$ cat src/rtl/regfile_read_arbiter_if.sv
`default_nettype none
// ============================================================================
// Module      : regfile_read_arbiter_if
// Description : Bundle of signals between the register-file read arbiter,
//               its four read clients and the 32:1 read mux.
//               master : the client/mux side (drives requests, rsp_ready,
//                        mux_out)
//               slave  : the arbiter side (drives grants, mux_select,
//                        responses, busy)
// Revision    : 1.0 - initial release
// ============================================================================
interface regfile_read_arbiter_if #(
    parameter int DATA_W = 32,
    parameter int ADDR_W = 5,
    parameter int NREQ   = 4
);
    logic [NREQ-1:0]        req_valid;
    logic [NREQ*ADDR_W-1:0] req_addr;
    logic [NREQ-1:0]        req_ready;
    logic [ADDR_W-1:0]      mux_select;
    logic [DATA_W-1:0]      mux_out;
    logic [NREQ-1:0]        rsp_valid;
    logic [DATA_W-1:0]      rsp_data;
    logic [NREQ-1:0]        rsp_ready;
    logic                   busy;

    modport slave (
        input  req_valid, req_addr, mux_out, rsp_ready,
        output req_ready, mux_select, rsp_valid, rsp_data, busy
    );

    modport master (
        output req_valid, req_addr, mux_out, rsp_ready,
        input  req_ready, mux_select, rsp_valid, rsp_data, busy
    );
endinterface
`default_nettype wire

$ cat src/rtl/regfile_read_arbiter.sv
`default_nettype none
// ============================================================================
// Module      : regfile_read_arbiter
// Description : Round-robin sharing of the register file's single read port
//               among four requesters. A grant latches the select, the next
//               cycle captures the mux output, then the result is offered
//               to the granted requester until it accepts.
// Ports       : clk   - rising-edge clock
//               reset - synchronous active-high reset
//               bus   - regfile_read_arbiter_if.slave (requests, grants,
//                       mux select/data, responses, busy)
// Revision    : 1.0 - initial release
// ============================================================================
module regfile_read_arbiter #(
    parameter int DATA_W = 32,
    parameter int ADDR_W = 5,
    parameter int NREQ   = 4    // fixed at 4: pointer and ids are 2 bits
) (
    input  logic                          clk,
    input  logic                          reset,
    regfile_read_arbiter_if.slave         bus
);

    typedef enum logic [1:0] {
        IDLE    = 2'd0,
        CAPTURE = 2'd1,
        RESP    = 2'd2
    } state_t;

    state_t            r_state;
    state_t            w_state_nxt;
    logic [1:0]        r_ptr;
    logic [1:0]        r_gid;
    logic [ADDR_W-1:0] r_sel;
    logic [DATA_W-1:0] r_data;

    logic [1:0]        w_win;
    logic              w_found;
    logic [ADDR_W-1:0] w_win_addr;
    logic              w_rsp_done;
    logic              w_arb_en;
    logic              w_grant;

    // Only the granted requester's rsp_ready can complete the response.
    assign w_rsp_done = (r_state == RESP) && bus.rsp_ready[r_gid];
    assign w_arb_en   = (r_state == IDLE) || w_rsp_done;
    // Reset dominates: no request is consumed in a reset cycle.
    assign w_grant    = w_arb_en && w_found && !reset;

    // Round-robin scan from r_ptr. Iterating downwards lets the smallest
    // offset from r_ptr be the last (winning) assignment.
    always_comb begin
        w_found = 1'b0;
        w_win   = r_ptr;
        for (int i = NREQ - 1; i >= 0; i--) begin
            if (bus.req_valid[r_ptr + 2'(i)]) begin
                w_found = 1'b1;
                w_win   = r_ptr + 2'(i);
            end
        end
    end

    always_comb begin
        w_win_addr = '0;
        for (int k = 0; k < NREQ; k++) begin
            if (w_win == 2'(k)) begin
                w_win_addr = bus.req_addr[k*ADDR_W +: ADDR_W];
            end
        end
    end

    always_comb begin
        w_state_nxt = r_state;
        case (r_state)
            IDLE:    if (w_found) w_state_nxt = CAPTURE;
            CAPTURE: w_state_nxt = RESP;
            RESP:    if (w_rsp_done) w_state_nxt = w_found ? CAPTURE : IDLE;
            default: w_state_nxt = IDLE;
        endcase
    end

    always_ff @(posedge clk) begin
        if (reset) begin
            r_state <= IDLE;
            r_ptr   <= 2'd0;
            r_gid   <= 2'd0;
            r_sel   <= '0;
            r_data  <= '0;
        end else begin
            r_state <= w_state_nxt;
            if (w_grant) begin
                r_sel <= w_win_addr;
                r_gid <= w_win;
                r_ptr <= w_win + 2'd1;
            end
            // mux_out has had a full cycle to settle on the new select.
            if (r_state == CAPTURE) begin
                r_data <= bus.mux_out;
            end
        end
    end

    assign bus.req_ready  = w_grant ? (NREQ'(1) << w_win) : '0;
    // Masked during reset so a discarded response never looks valid.
    assign bus.rsp_valid  = ((r_state == RESP) && !reset) ? (NREQ'(1) << r_gid) : '0;
    assign bus.rsp_data   = r_data;
    assign bus.mux_select = r_sel;
    assign bus.busy       = (r_state != IDLE);

endmodule
`default_nettype wire

$ cat src/flat_wrapper.sv
// flat-port wrapper written by rule: the top's interface ports become plain ports
module regfile_read_arbiter_flat 
#(
    parameter int DATA_W = 32,
    parameter int ADDR_W = 5,
    parameter int NREQ   = 4                                             
)
  (clk, reset, bus_req_valid, bus_req_addr, bus_mux_out, bus_rsp_ready, bus_req_ready, bus_mux_select, bus_rsp_valid, bus_rsp_data, bus_busy);
  regfile_read_arbiter_if #(.DATA_W(DATA_W), .ADDR_W(ADDR_W), .NREQ(NREQ)) bus_i ();
  input  logic clk;
  input  logic reset;
  input wire logic [$bits(bus_i.req_valid)-1:0] bus_req_valid;
  input wire logic [$bits(bus_i.req_addr)-1:0] bus_req_addr;
  input wire logic [$bits(bus_i.mux_out)-1:0] bus_mux_out;
  input wire logic [$bits(bus_i.rsp_ready)-1:0] bus_rsp_ready;
  output wire logic [$bits(bus_i.req_ready)-1:0] bus_req_ready;
  output wire logic [$bits(bus_i.mux_select)-1:0] bus_mux_select;
  output wire logic [$bits(bus_i.rsp_valid)-1:0] bus_rsp_valid;
  output wire logic [$bits(bus_i.rsp_data)-1:0] bus_rsp_data;
  output wire logic [$bits(bus_i.busy)-1:0] bus_busy;
  assign bus_i.req_valid = bus_req_valid;
  assign bus_i.req_addr = bus_req_addr;
  assign bus_i.mux_out = bus_mux_out;
  assign bus_i.rsp_ready = bus_rsp_ready;
  assign bus_req_ready = bus_i.req_ready;
  assign bus_mux_select = bus_i.mux_select;
  assign bus_rsp_valid = bus_i.rsp_valid;
  assign bus_rsp_data = bus_i.rsp_data;
  assign bus_busy = bus_i.busy;
  regfile_read_arbiter #(.DATA_W(DATA_W), .ADDR_W(ADDR_W), .NREQ(NREQ)) u_core (.clk(clk), .reset(reset), .bus(bus_i));
endmodule
$ cat config.mk
export PLATFORM = sky130hd
export DESIGN_NAME = regfile_read_arbiter_flat
export DESIGN_NICKNAME = d
export VERILOG_FILES = /design/src/rtl/regfile_read_arbiter_if.sv /design/src/rtl/regfile_read_arbiter.sv /design/src/flat_wrapper.sv
export SDC_FILE = /design/constraint.sdc
export NUM_CORES = 1
export LEC_CHECK = 0
export ABC_AREA = 0
export ABC_CLOCK_PERIOD_IN_PS = 2300
export CAP_MARGIN = 20
export CORE_AREA = 2 2 77 72
export CTS_BUF_LIST = sky130_fd_sc_hd__clkbuf_8
export DETAILED_ROUTE_END_ITERATION = 7
export DIE_AREA = 0 0 79 74
export GPL_ROUTABILITY_DRIVEN = 0
export PLACE_DENSITY_LB_ADDON = 0.08
export SYNTH_ARGS = -nofsm -noshare
export SYNTH_HDL_FRONTEND = slang
export SYNTH_SLANG_ARGS = --single-unit
$ cat constraint.sdc
create_clock -name clk -period 2.3 [get_ports clk]
set_input_delay 0.23 -clock clk [delete_from_list [all_inputs] [get_ports clk]]
set_output_delay 0.23 -clock clk [all_outputs]
set_load 0.02 [all_outputs]
==> metrics, run 1 <==
Sink Count=43; Final setup viols=0; Net Sw Frac=0.309; die width=79 um; RR Startpoint=u_core.r_ptr[1]; crit start category=flop; Final Core Density=0.649; Remaining Overflow, GRT=0; initial antenna violation count=0; Final Hold Vio Count=0; Max Clock Freq=0.464 GHz; #FFs+latches synth=43; global-route wire length before repair=8.83 mm; Placed Cells=423; Residual DRC=0; Comb pwr share=0.351; final WL=5.49 mm; R2R depth=10; worst min path class=in2reg; Synth Area per Inst=7.80 sq um; Vias/cell=4.87; Ant. Diodes=0; Initial Util=0.377; H-tree Lvls=2; row count=25; Die Area=0.00585 sq mm; syn nets=311; cell taking the most area after synthesis=dfxtp_1; IO Count=108; post-synth cell types=35; Port-buffer cells=107; worst skew pair latency=0.28 ns; WL/cell=12.8 um; top-area cell type share of the netlist area=0.450; vias=2,094; Hold Path Cell Cnt=4; maximum vdd ir drop=0.373 mV; Arr. time, crit path=1.92 ns; Syn Inst Count=245; clock slew seen by the registers of the worst setup and hold paths=0.08 ns; clk root buf=clkbuf_8; ranking of synthesized cells by area=dfxtp_1 45%, nand2_1 13%, a21oi_1 11%; core box area=0.00507 sq mm; final critical-path share of the clock period=0.937; Primary FF master, synth=dfxtp_1; Finished Layout Cells=430; Critical Path RT=2.07 ns; maxcap violations=0; Ys Warns=0; Pint=1430 uW; share of layout cells above drive strength 1=0.121; die height=74 um; HP Start=reset; CP cell instances=nor3_2 > a31oi_1 > a21oi_1 > buf_4 > inv_1 > ha_4 > inv_1 > nor2_1 > clkdlybuf4s15_2; crit-path max FO=6; Worst path slowest cell=dfxtp_1; register area share after synthesis=0.450; DP HPWL=4.11 mm; vias in the first global route=1,937; final-stage net count=429; Final Skew=0.00409 ns; R2R Path End=u_core.bus.mux_select[2]; post-route ant nets=0; Static Leak=0.00127 uW; WHS Endpoint=u_core.r_ptr[0]; most numerous cell on the critical path=inv_1; r2r setup slk=0.18 ns; Tightest Pin Transition=0.514 ns; minimum clock period=2.15 ns; sequential power share=0.419; Post-synth EDFFs=0; async set-reset flop share out of synthesis=0; DR iter-0 viols=90; Area Growth Syn to Fin=72.1%; TritonRoute pass-1 iters=4; clock share of power=0.230; crit-path max cell delay=0.44 ns; setup TNS=0 ns; synthesized cell area=0.00191 sq mm; outcome=completed; Worst setup EP type=output port; Pwr per Cell Area=629 mW/mm^2; final hold slack=0.326 ns; largest net degree at the start of global routing=41; Slew headroom=0.655; CTS Buffer Depth=2; pins over their slew limit=0; Num CTS Buffers=5; CTS tree=done; Crit Path Class=reg2out; Power Total=2070 uW; total track usage=0.188; P_sw=640 uW; RSZ-0062 raised after global routing=no
[cells by family after synthesis]
logic type	after synthesis	synth area share
AO/OA/AOI/OAI	73	0.221
adder cells (fa/ha/maj)	4	0.0262
buffers and inverters	22	0.0478
flip-flops	43	0.450
multiplexers	2	0.0131
AND/OR/NAND/NOR	101	0.242
[state kept, by name, summed over array words and instances, names as in the netlist]
name / flops
u_core.r_gid: 2
u_core.bus.rsp_data: 32
u_core.r_ptr: 2
u_core.r_state: 2
u_core.bus.mux_select: 5
[final cells by class]
cell class	instances	area, sq um
timing repair buffer	126	1220
inverter	7	26.3
multi-input combinational	180	1010
sequential	43	861
fill	460	1780
clock inverter	1	5.00
tap	67	83.8
clock buffer	6	82.6
[power groups by stage]
stage               clock, uW  combinational, uW  sequential, uW
floorplan                   0                288             947
global placement            0                696             882
detailed placement          0                703             884
CTS                       491                707             867
global route              515                797             878
finish                    476                726             867
[per-layer routing]
metal / GRT usage / wire length, um
met1: 0.239 / 2320
met2: 0.315 / 2710
met3: 0.0570 / 428
met4: 0.0498 / 29
met5: 0 / 0
[cell usage after synthesis, drive strengths merged (2+ instances only)]
library cell	count
ha	4
nor2	5
nor2b	9
and3	4
inv	7
nand2b	3
dfxtp	43
or4	4
o21ai	14
or2	2
a21oi	42
clkbuf	14
a221oi	4
nand2	68
o22ai	4
[per-stage QoR]
stage	area [sq um]	worst slack [ns]
floorplan	1910	0.343
global placement	3140	-0.319
detailed placement	3140	-0.367
CTS	3230	0.00185
global route	3290	0.0108
finish	3290	0.145
[worst max-delay path, delay by kind of cell (launching register included)]
kind                     cells  cell delay, ns
adder cells (fa/ha/maj)      1            0.17
AND/OR/NAND/NOR              2            0.18
AO/OA/AOI/OAI                2            0.25
flip-flops                   1            0.44
buffers and inverters        4            0.60
[cell usage in the layout (no fill, tap or decap), types with 2 or more instances in the layout]
cell,n
nand2b_1,2
nand2_1,68
and3_1,4
clkbuf_8,6
a21oi_1,42
clkdlybuf4s50_1,99
or2_2,2
a221oi_1,3
o22ai_1,4
o21ai_0,13
dfxtp_1,43
ha_4,2
nor2b_2,2
inv_1,6
clkdlybuf4s15_2,2
nor2_1,4
dlymetal6s2s_1,3
or4_1,4
nor2b_1,6
buf_4,19
clkdlybuf4s15_1,2
[worst max-delay path by stage]
stage	from	to	slack, ns
after floorplan	u_core.r_ptr[1]	u_core.bus.mux_select[0]	0.34
after global placement	bus_req_valid[2]	bus_req_ready[3]	-0.32
after detailed placement	bus_req_valid[0]	u_core.bus.mux_select[2]	-0.37
after CTS	bus_req_valid[0]	u_core.bus.mux_select[2]	0.002
after global routing	u_core.r_ptr[1]	u_core.bus.mux_select[1]	0.01
final	u_core.r_ptr[1]	bus_req_ready[3]	0.15
[repair_timing]
item | 4_1_cts | 5_1_grt
buffers inserted | 0 | 0
gates resized for setup | 11 | 15
setup endpoints to repair | 8 | 8
hold buffers | 0 | 0
Note: power is estimated with default switching activity, not from simulation.
==> inputs of run 2 (changes only) <==
--- a/config.mk
+++ b/config.mk
@@ -13,7 +13,9 @@
 export DETAILED_ROUTE_END_ITERATION = 7
 export DIE_AREA = 0 0 79 74
 export GPL_ROUTABILITY_DRIVEN = 0
-export PLACE_DENSITY_LB_ADDON = 0.08
+export GPL_TIMING_DRIVEN = 1
+export PLACE_DENSITY = 0.8
+export SKIP_LAST_GASP = 1
 export SYNTH_ARGS = -nofsm -noshare
 export SYNTH_HDL_FRONTEND = slang
 export SYNTH_SLANG_ARGS = --single-unit
==> metrics, run 2 (synthesized netlist as in run 1, its figures left out) <==
final WL=5.44 mm (-0.95%); Vias/cell=4.91 (+0.89%); post-route ant nets=0 (unchanged); Arr. time, crit path=1.94 ns (+0.02 ns); Area Growth Syn to Fin=69.3%; die width=79 um (unchanged); Residual DRC=0 (unchanged); Hold Path Cell Cnt=2 (-2); clock share of power=0.261 (+0.031); share of layout cells above drive strength 1=0.0975 (-0.0237); Initial Util=0.377 (unchanged); vias=2,093 (-0.048%); WL met3=448 um (+4.7%); setup ws final=0.125 ns (-0.0200 ns); core box area=0.00507 sq mm (unchanged); setup TNS=0 ns (unchanged); Remaining Overflow, GRT=0 (unchanged); Final Hold Vio Count=0 (unchanged); Pint=1490 uW (+4.2%); Sink Count=43 (unchanged); DR iter-0 viols=57 (-37%); worst min path class=reg2reg; Tightest Pin Transition=0.598 ns (+0.0834 ns); CTS Buffer Depth=2 (unchanged); crit path from=u_core.r_ptr[0]; DP HPWL=4.04 mm (-1.7%); Die Area=0.00585 sq mm (unchanged); crit start category=flop; WHS Endpoint=u_core.bus.rsp_data[23]; vias in the first global route=1,928 (-0.46%); Static Leak=0.00126 uW (-0.77%); routed length on met2=2.59 mm (-4.5%); R2R Path End=u_core.bus.mux_select[0]; cts hold-fix bufs=0 (unchanged); commonest non-fill, non-tap cell in the layout=clkdlybuf4s50_1; r2r setup slk=0.14 ns (-0.04 ns); crit-path max FO=4 (-2); R2R depth=9 (-1); Max Clock Freq=0.460 GHz (-0.92%); TritonRoute pass-1 iters=4 (unchanged); total track usage=0.180 (-0.00726); Final Skew=0.00493 ns (+0.000837 ns); top sig layer=met4; Power Total=2120 uW (+2.3%); row count=25 (unchanged); HP Start=u_core.bus.rsp_data[23]; WL/cell=12.8 um (about the same); Ant. Diodes=0 (unchanged); RR Startpoint=u_core.r_ptr[0]; initial antenna violation count=0 (unchanged); minimum clock period=2.17 ns (+0.0200 ns); maximum vdd ir drop=0.349 mV (-6.4%); largest net degree at the start of global routing=33 (-20%); M1 wire length=2.33 mm (+0.47%); Crit Path Class=reg2out; maxcap violations=0 (unchanged); Port-buffer cells=107 (unchanged); most frequent cells in the layout=100 x clkdlybuf4s50_1, 68 x nand2_1, 43 x dfxtp_1; global-route wire length before repair=8.52 mm (-3.4%); Net Sw Frac=0.297 (-0.0125); Final setup viols=0 (unchanged); Comb pwr share=0.329 (-0.022); IO Count=108 (unchanged); Slew headroom=0.602 (-0.0536); design area=0.00324 sq mm (-1.6%); sequential power share=0.410 (-0.009); clk root buf=clkbuf_8; Worst setup EP type=output port; worst skew pair latency=0.28 ns (about the same); final-stage net count=425 (-0.93%); dpl ws=-0.401 ns (-0.0344 ns); Num CTS Buffers=5 (unchanged); Pwr per Cell Area=654 mW/mm^2 (+4.0%); number of flip-flops in the largest register=32 (unchanged); pins over their slew limit=0 (unchanged); final critical-path share of the clock period=0.946 (+0.00867); Critical Path RT=2.07 ns (about the same); RSZ-0062 raised after global routing=no; Final Core Density=0.639 (-0.0106); H-tree Lvls=2 (unchanged); Placed Instance Area=0.00312 sq mm (-0.80%); outcome=completed; die height=74 um (unchanged); clock slew seen by the registers of the worst setup and hold paths=0.08 ns (about the same); P_sw=629 uW (-1.8%); CTS tree=done
## run 2: through the flow
step / hold WS (ns) / std cells
after global placement: 0.441 / 419
after CTS: 0.457 / 426
after detailed placement: 0.446 / 419
final: 0.454 / 426
after global routing: 0.476 / 426
after floorplan: 0.366 / 245
## run 2: layout make-up
type | count | area [sq um]
Tap cell | 67 | 83.8
Sequential cell | 43 | 861
Multi-Input combinational cell | 180 | 982
Clock inverter | 2 | 33.8
Timing Repair Buffer | 122 | 1180
Fill cell | 465 | 1830
Inverter | 7 | 26.3
Clock buffer | 5 | 68.8
## run 2: power groups by stage
stage	Combinational, uW	Sequential, uW	Clock [uW]
CTS	697	868	567
global route	764	878	598
floorplan	288	947	0
finish	697	869	552
global placement	680	880	0
detailed placement	689	885	0
## run 2: layer usage
layer	vias up	global-route usage
li1	1067	-
met2	82	0.326
met4	0	0.0613
met5	-	0
met3	6	0.0449
met1	938	0.211
## run 2: critical path, cell delays in order (launching register included)
cell and delay, ns:
dfxtp_1 0.40, nor2b_1 0.08, o21ai_0 0.18, o211a_1 0.24, ha_1 0.26, and3_1 0.17, dlygate4sd2_1 0.33
## run 2: worst max-delay path by stage
| stage | endpoint | slack [ns] | cells after the start |
|---|---|---|---|
| 2_1_floorplan | u_core.bus.mux_select[0] | 0.34 | 8 |
| 3_5_place_dp | u_core.bus.mux_select[0] | -0.40 | 10 |
| 3_3_place_gp | u_core.bus.mux_select[1] | -0.26 | 10 |
| 5_1_grt | bus_req_ready[1] | 0.007 | 7 |
| 4_1_cts | bus_req_ready[2] | -0.08 | 8 |
| 6_report | bus_req_ready[1] | 0.13 | 6 |
## run 2: timing repair
item / CTS / global route
endpoints found under the setup margin: 8 / 8
resized for setup: 8 / 11
setup buffers: 0 / 0
==> inputs of run 3 (changes only) <==
--- a/config.mk
+++ b/config.mk
@@ -15,6 +15,7 @@
 export GPL_ROUTABILITY_DRIVEN = 0
 export GPL_TIMING_DRIVEN = 1
 export PLACE_DENSITY = 0.8
+export SETUP_SLACK_MARGIN = 0.2
 export SKIP_LAST_GASP = 1
 export SYNTH_ARGS = -nofsm -noshare
 export SYNTH_HDL_FRONTEND = slang
==> metrics, run 3 (synthesized netlist as in run 1, its figures left out) <==
r2r setup slk=0.24 ns (+0.10 ns); outcome=completed; total track usage=0.181 (+0.00104); number of flip-flops in the largest register=32 (unchanged); die height=74 um (unchanged); Static Leak=0.00133 uW (+6.0%); initial antenna violation count=0 (unchanged); multi-input logic area=0.00108 sq mm (+10%); minimum clock period=2.06 ns (-0.113 ns); crit path to=u_core.bus.mux_select[1]; Crit Path Class=reg2reg; CTS tree=done; Remaining Overflow, GRT=0 (unchanged); Vias/cell=4.98 (+1.3%); crit path from=u_core.r_ptr[0]; H-tree Lvls=2 (unchanged); # fillers=449 (-3.4%); vias in the first global route=1,938 (+0.52%); final-stage net count=429 (+0.94%); Critical Path RT=2.52 ns (+0.45 ns); row count=25 (unchanged); Residual DRC=0 (unchanged); pins over their slew limit=0 (unchanged); vias=2,141 (+2.3%); Worst setup EP type=flop; Final Hold Vio Count=0 (unchanged); dpl ws=-0.401 ns (unchanged); RR Startpoint=u_core.r_ptr[0]; TritonRoute pass-1 iters=4 (unchanged); DR iter-0 viols=51 (-11%); core box area=0.00507 sq mm (unchanged); worst skew pair latency=0.28 ns (about the same); Num CTS Buffers=5 (unchanged); setup ws final=0.238 ns (+0.113 ns); Port-buffer cells=107 (unchanged); Slew headroom=0.615 (+0.0134); Final Core Density=0.665 (+0.0264); final WL=5.72 mm (+5.1%); DP HPWL=4.04 mm (unchanged); most frequent cells in the layout=95 x clkdlybuf4s50_1, 68 x nand2_1, 40 x a21oi_1, 40 x dfxtp_1, 19 x buf_4; Sink Count=43 (unchanged); Pwr per Cell Area=657 mW/mm^2 (+0.46%); Area Growth Syn to Fin=76.3%; Die Area=0.00585 sq mm (unchanged); CTS Buffer Depth=2 (unchanged); final critical-path share of the clock period=0.896 (-0.0492); largest net degree at the start of global routing=33 (unchanged); Final setup viols=0 (unchanged); commonest non-fill, non-tap cell in the layout=clkdlybuf4s50_1; Max Clock Freq=0.485 GHz (+5.5%); Arr. time, crit path=2.29 ns (+0.35 ns); Ant. Diodes=0 (unchanged); R2R Path End=u_core.bus.mux_select[1]; crit-path max FO=4 (unchanged); Initial Util=0.377 (unchanged); maximum vdd ir drop=0.366 mV (+5.0%); clock slew seen by the registers of the worst setup and hold paths=0.08 ns (about the same); global-route wire length before repair=8.56 mm (+0.48%); Reg area=870 sq um (+1.0%); R2R depth=9 (unchanged); maxcap violations=0 (unchanged); share of layout cells above drive strength 1=0.160 (+0.0623); WL/cell=13.3 um (+4.1%); RSZ-0062 raised after global routing=yes; IO Count=108 (unchanged); Final Skew=0.00238 ns (-0.00255 ns); post-route ant nets=0 (unchanged); die width=79 um (unchanged); worst min path class=reg2reg; cts hold-fix bufs=0 (unchanged); crit start category=flop; Tightest Pin Transition=0.578 ns (-0.0201 ns); clk root buf=clkbuf_8
[run 3: changes by cell type in the layout (fill, tap and decap cells not counted), sizes merged]
cell,previous run,this run
buf,15,22
clkbuf,7,6
clkdlybuf4s50,100,95
dlygate4sd2,1,3
dlymetal6s2s,3,4
[run 3: report_power, final]
part | switching, uW | internal, uW | leakage (uW)
clock | 239 | 314 | 0.0000554
sequential | 54.8 | 820 | 0.000354
combinational | 379 | 408 | 0.000925
[run 3: what timing repair did]
| action | in CTS | in global routing |
|---|---|---|
| gates resized for setup | 24 | 35 |
| buffers inserted | 0 | 4 |
| setup endpoints to repair | 9 | 9 |
| pin swaps | 0 | 6 |
[run 3: routing by layer]
| layer | vias to the layer above | GRT usage | part of all wire |
|---|---|---|---|
| li1 | 1075 | - | - |
| met1 | 962 | 0.214 | 0.41 |
| met2 | 98 | 0.326 | 0.49 |
| met3 | 6 | 0.0449 | 0.090 |
| met4 | 0 | 0.0613 | 0.012 |
| met5 | - | 0 | 0 |
[run 3: layout make-up]
cell class                 instances  area share
multi-input combinational        180       0.322
inverter                           7     0.00854
clock inverter                     2      0.0100
tap                               67      0.0249
sequential                        43       0.258
clock buffer                       5      0.0204
timing repair buffer             126       0.356
[run 3: how the worst min path moves through the flow]
stage	cells after the start	slack [ns]	endpoint	from
floorplan	2	0.37	u_core.bus.rsp_data[0]	bus_mux_out[0]
global placement	2	0.44	u_core.bus.rsp_data[7]	u_core.bus.rsp_data[7]
detailed placement	2	0.45	u_core.bus.rsp_data[25]	u_core.bus.rsp_data[25]
CTS	2	0.46	u_core.bus.rsp_data[12]	u_core.bus.rsp_data[12]
global route	2	0.48	u_core.bus.rsp_data[9]	u_core.bus.rsp_data[9]
finish	2	0.45	u_core.bus.rsp_data[23]	u_core.bus.rsp_data[23]
[run 3: per-stage QoR]
step / cell area (sq um) / TNS, ns / power [uW] / hold slack (ns) / cells
6_report: 3370 / 0 / 2220 / 0.454 / 430
5_1_grt: 3370 / 0 / 2340 / 0.476 / 430
4_1_cts: 3220 / 0 / 2130 / 0.457 / 426
3_5_place_dp: 3120 / -2.68 / 1570 / 0.446 / 419
3_3_place_gp: 3120 / -1.89 / 1560 / 0.441 / 419
2_1_floorplan: 1910 / 0 / 1230 / 0.366 / 245
[run 3: critical path: stages, from the launching register on]
cell	delay, ns
dfxtp_4	0.37
nor2b_4	0.12
a21oi_2	0.05
o211a_4	0.29
inv_4	0.09
ha_4	0.13
nor2b_4	0.20
a221oi_2	0.08
or4_1	0.53
a21oi_2	0.14
